**config.mk**
```make
export PLATFORM = sky130hd
export DESIGN_NAME = pipe_stage_skid
export DESIGN_NICKNAME = d
export VERILOG_FILES = /design/src/rtl/pipe_stage_skid.sv
export SDC_FILE = /design/constraint.sdc
export NUM_CORES = 1
export LEC_CHECK = 0
export BUFFER_PORTS_ARGS = -buffer_cell sky130_fd_sc_hd__buf_4
export CAP_MARGIN = 20
export CORE_MARGIN = 2
export CORE_UTILIZATION = 35
export CTS_CLUSTER_SIZE = 12
export DETAILED_ROUTE_END_ITERATION = 7
export PLACE_DENSITY = 0.59
export SYNTH_ARGS = -nofsm -noshare
export SYNTH_HDL_FRONTEND = slang
export SYNTH_SLANG_ARGS = --single-unit
```
**constraint.sdc**
```tcl
create_clock -name clk_i -period 20.3 [get_ports clk_i]
set_input_delay 2.03 -clock clk_i [delete_from_list [all_inputs] [get_ports clk_i]]
set_output_delay 2.03 -clock clk_i [all_outputs]
set_load 0.01 [all_outputs]
```
**src/rtl/pipe_stage_skid.sv**
```systemverilog
// Inter-stage pipeline register with valid/ready handshake and a two-entry skid buffer.
// Also provides flush-to-bubble and a saturating count of stalled output cycles.
module pipe_stage_skid #(
  parameter int CTRL_W = 8,
  parameter int DATA_W = 111,
  parameter int CNT_W  = 16
) (
  input  logic              clk_i,
  input  logic              rst_i,
  input  logic              valid_i,
  output logic              ready_o,
  input  logic [CTRL_W-1:0] ctrl_i,
  input  logic [DATA_W-1:0] data_i,
  input  logic              flush_i,
  output logic              valid_o,
  input  logic              ready_i,
  output logic [CTRL_W-1:0] ctrl_o,
  output logic [DATA_W-1:0] data_o,
  output logic [CNT_W-1:0]  stall_cnt_o
);

  logic              r_out_v;
  logic [CTRL_W-1:0] r_out_ctrl;
  logic [DATA_W-1:0] r_out_data;
  logic              r_skid_v;
  logic [CTRL_W-1:0] r_skid_ctrl;
  logic [DATA_W-1:0] r_skid_data;
  logic [CNT_W-1:0]  r_stall_cnt;

  logic w_accept;
  logic w_drain;
  logic w_stalled;

  // NOTE: ready_o is taken straight from the skid flop, so back-pressure never
  // forms a combinational path from ready_i to the upstream stage.
  assign w_accept  = valid_i & ~r_skid_v;
  assign w_drain   = r_out_v & ready_i;
  assign w_stalled = r_out_v & ~ready_i;

  // NOTE: all state uses non-blocking assignments so every register samples
  // the pre-edge values of its neighbours, regardless of statement order.
  always_ff @(posedge clk_i or posedge rst_i) begin
    if (rst_i) begin
      r_out_v     <= 1'b0;
      r_out_ctrl  <= '0;
      r_out_data  <= '0;
      r_skid_v    <= 1'b0;
      r_skid_ctrl <= '0;
      r_skid_data <= '0;
      r_stall_cnt <= '0;
    end else begin
      if (w_stalled && !(&r_stall_cnt)) begin
        r_stall_cnt <= r_stall_cnt + CNT_W'(1);
      end

      if (flush_i) begin
        // Bubble: control is zeroed, payload is left as-is.
        r_out_v     <= 1'b0;
        r_out_ctrl  <= '0;
        r_skid_v    <= 1'b0;
        r_skid_ctrl <= '0;
      end else if (!r_out_v) begin
        if (w_accept) begin
          r_out_v    <= 1'b1;
          r_out_ctrl <= ctrl_i;
          r_out_data <= data_i;
        end
      end else if (w_drain) begin
        if (r_skid_v) begin
          r_out_ctrl  <= r_skid_ctrl;
          r_out_data  <= r_skid_data;
          r_skid_v    <= 1'b0;
          r_skid_ctrl <= '0;
        end else if (w_accept) begin
          r_out_ctrl <= ctrl_i;
          r_out_data <= data_i;
        end else begin
          r_out_v    <= 1'b0;
          r_out_ctrl <= '0;
        end
      end else if (w_accept) begin
        r_skid_v    <= 1'b1;
        r_skid_ctrl <= ctrl_i;
        r_skid_data <= data_i;
      end
    end
  end

  assign ready_o     = ~r_skid_v;
  assign valid_o     = r_out_v;
  assign ctrl_o      = r_out_ctrl;
  assign data_o      = r_out_data;
  assign stall_cnt_o = r_stall_cnt;

endmodule

```
* After elaboration in Yosys (flattened, before gate mapping)
Index checks and enable logic that the tools add are counted.
** Word-level totals
- Output and inout port bits :: 137
- Word-level logic and storage cells :: 52
- Input port bits :: 124
- Flip-flop bits (word level) :: 256
** Operators by class
- Add/subtract/negate cells :: 1
- Multiplexer cells :: 23
- Bitwise gates (word level) :: 7
- Equal/unequal tests :: 3
- Reduce and logical (&&, ||, !) cells :: 11
** Operator list (count)
- two-way mux 111 bit :: 4
- two-way mux 8 bit :: 10
- adder 16 x 1 -> 16 bit (second input constant) :: 1
- AND reduction 16 bit :: 1
- two-way mux 1 bit :: 9
- AND reduction 2 bit :: 3
- nonzero test 3 bit :: 2
- NOT 1 bit :: 4
- AND reduction 4 bit :: 1
- bitwise AND 1 bit :: 3
- != test 3 x 2 -> 1 bit (second input constant) :: 1
- != test 3 bit (second input constant) :: 1
- AND reduction 3 bit :: 1
- != test 2 x 1 -> 1 bit (second input constant) :: 1
- nonzero test 2 bit :: 1
- logical AND 1 bit :: 1
- zero test 1 bit :: 1

* Longest topological paths before layout
- Depth after elaboration :: 7
- Depth in mapped cells :: 7
- Depth with buffers taken out :: 5

* Least setup slack after synthesis
Ideal clock, no wire load.
- Path type :: in2reg
- Start :: input valid_i
- End :: register r_skid_data[0]
- Data required time :: 20173 ps
- Library setup time :: 127 ps
- Stages on the path :: 6
- Setup slack :: 17065 ps
- Data arrival time :: 3107 ps
- Path buffers :: 3
- Path through :: nand2b_1 -> buf_4 -> nor3_2 -> buf_4 -> buf_6 -> mux2_1
** Between the ends
- Word-level cells in the longest chain between the ends :: 2
** Ends and longest elaborated chain
- start: declaration :: RTL line 10 : input logic valid_i,
- bitwise AND 1 bit :: RTL line 36 : assign w_accept = valid_i & ~r_skid_v;
- AND reduction 4 bit (no source line)
- end signal: assignment :: RTL line 84 : r_skid_data <= data_i;
- end: declaration :: RTL line 27 : logic [DATA_W-1:0] r_skid_data;
Every way passes these cells.
A chain may end at the register's enable or synchronous reset.

* Worst setup path in the final report
- Start :: input valid_i
- End :: register r_skid_data[9]
Same word-level chain as after synthesis.

==> results.json <==
{
  "hold_buffers": 0,
  "via_count": 7735,
  "slew_headroom": 0.344,
  "fin_cells": 1525,
  "post-route-period-util": 0.228,
  "rsz0062_at_grt": "false",
  "first_iter_violations": 381,
  "reg2reg_depth": 5,
  "initial_utilization": 0.355,
  "synth_edf_count": 0,
  "synthToLayoutAreaGrowth_pct": 30.3,
  "grt_max_degree": 129,
  "routed-wl-met3_um": 1960,
  "drc_errors": 0,
  "grt.total_usage": 0.175,
  "cp_max_fo": 68,
  "dr_wl_met2_um": 13000,
  "p_per_area_nw_per_um2": 108,
  "status": "finished, final reports clean",
  "wl_um": 27900,
  "hold_class": "reg -> reg",
  "placedCellCount": 1475,
  "max_stage_delay_ns": 0.82,
  "dp.final_hpwl_um": 17200,
  "io_pins": 261,
  "dieArea_um2": 31400,
  "cts_setup_buffers": 0,
  "avgSynthCellArea_um2": 11.9,
  "postSynthCellCount": 880,
  "nets": 1240,
  "finalMaxSlewViolations": 0,
  "die_y_um": 177,
  "crit_arrival_ns": 5.03,
  "fp.dieW_um": 177,
  "synth.cell_area_um2": 10500,
  "ys_ff_latch": 256,
  "crit_type": "in -> reg",
  "path_buf_inv": 3,
  "fmax_mhz": 216,
  "synth.yosys.seq_area_share": 0.611,
  "clk_pin_slew_ns": 0.06,
  "fin_crit_ns": 4.63,
  "first_pass_iters": 5,
  "routed.top_layer": "met4",
  "cp_top_family": "buffers and inverters",
  "cts-root-buf": "clkbuf_16",
  "grt_pass1_vias": 8017,
  "p_leak_uw": 0.00623,
  "layout-drive-gt1-share": 0.287,
  "peakVddDrop_v": 0.0000591,
  "core-area_um2": 29600,
  "ys_types": 42,
  "grt_overflow": 0,
  "antenna_found_initial": 0,
  "yosysWarningCount": 0,
  "routabilityCongestion": 0.777,
  "ys.flop_type": "dfrtp_1",
  "ant_nets": 0,
  "whs_ns": 0.484,
  "m1WireLength_um": 12500,
  "num_rows": 63,
  "crit_top_cell": "buf_4",
  "hold_viol_final": 0,
  "drv_cap": 0,
  "fin_skew_ns": 0.0145,
  "post_cts_resize_count": 0,
  "clockBufferDepth": 3,
  "clkSinkCount": 256,
  "antenna_cells": 0,
  "grt_pass1_wl_um": 44300,
  "cts_buffers": 28,
  "tightest_slew_ns": 0.984,
  "whs_path_depth": 1,
  "syn_nets": 1005,
  "required_ns": 20.71,
  "cts_tree": "built",
  "cp.depth": 6,
  "fin_setup_tns_ns": 0,
  "clk_latency_ns": 0.53,
  "cts_htree_levels": 1,
  "portBuffers": 260,
  "async_reset_ff_frac": 1.00,
  "slowest_stage": "buf_4",
  "critPathLaunchType": "primary input",
  "post_drt_wl_per_cell_um": 18.3,
  "crit_chain": "buf_4 -> nand2b_4 -> nor3_4 -> buf_4 -> buf_4 -> mux2_1",
  "finalSetupViolations": 0,
  "viasPerCell": 5.07,
  "crit_path_end_kind": "flip-flop"
}
[Yosys cell counts, types with 6 or more instances]
library cell  number  area share
dfrtp_1          256        0.61
nor2_1           116       0.042
buf_6              8      0.0086
nand3_1            6      0.0029
a21oi_1          112       0.053
clkbuf_1          27      0.0097
inv_1             12      0.0043
a22o_1            16       0.013
buf_2             17      0.0081
mux2_1           112        0.12
xor2_1             9      0.0075
nand2_1           14      0.0050
buf_1              8      0.0029
nand4_1            6      0.0036
o22ai_1          111       0.066
mux2i_1            8      0.0076
[cells by family (layout without fill, tap and decap cells)]
family / after synthesis / in the layout / synth area share
DFF: 256 / 256 / 0.611
AOI/OAI and AO/OA: 247 / 247 / 0.140
and+or+nand+nor: 165 / 165 / 0.0716
muxes: 120 / 120 / 0.128
buffers and inverters: 77 / 332 / 0.0371
xor gates and xnor gates: 14 / 14 / 0.0117
adders and majority gates: 1 / 1 / 0.00119
[metal layers]
layer  global-route usage  vias to the layer above
met5                    0                        -
met4               0.0386                        0
met3               0.0453                       32
met2                0.283                      196
met1                0.238                     3872
li1                     -                     3635
[final timing paths]
kind	startpoint	endpoint	slack [ns]
worst min register to register	r_skid_data[92]$_DFFE_PP0P_	r_skid_data[92]$_DFFE_PP0P_	0.48
worst max-delay path	valid_i	r_skid_data[9]$_DFFE_PP0P_	15.67
worst max register to register	r_skid_v$_DFFE_PP0P_	r_skid_data[9]$_DFFE_PP0P_	16.62
worst min-delay path	r_skid_data[92]$_DFFE_PP0P_	r_skid_data[92]$_DFFE_PP0P_	0.48
min in group asynchronous	rst_i	r_skid_data[22]$_DFFE_PP0P_	1.64
max in group asynchronous	rst_i	data_o[6]$_DFFE_PP0P_	16.42
[per-stage QoR]
step	power (uW)	area, um^2	utilization	setup slack [ns]
finish	1480	13700	0.462	15.67
global placement	950	12700	0.430	15.06
detailed placement	960	12700	0.430	15.02
floorplan	819	10500	-	11.23
global route	1560	13700	0.462	15.38
CTS	1500	13700	0.462	15.59
[layout by cell type, fill, tap and decap left out, drive strengths merged, types with 9 or more instances in the layout]
cell type    n
a21oi      114
a22o        16
buf        270
clkbuf      43
dfrtp      256
inv         12
mux2       112
nand2       14
nor2       117
o22ai      111
xor2         9
[flip-flops by register name (all words and copies together) (netlist names)]
signal / cells
r_skid_v: 1
valid_o: 1
r_skid_data: 111
data_o: 111
stall_cnt_o: 16
ctrl_o: 8
r_skid_ctrl: 8
[area by class of cell]
class                           instances  area, um^2
Sequential cell                       256        6410
Clock inverter                          7         135
Tap cell                              390         488
Fill cell                            2762       15900
Timing Repair Buffer                  270        2030
Clock buffer                           43         828
Multi-Input combinational cell        547        3730
Inverter                               12        52.6
[where the power goes]
part           switching [uW]  internal (uW)  total [uW]
Combinational             126            140         266
Sequential               62.4            618         680
Clock                     202            329         531
No activity file was read; power rests on OpenSTA's default activity.
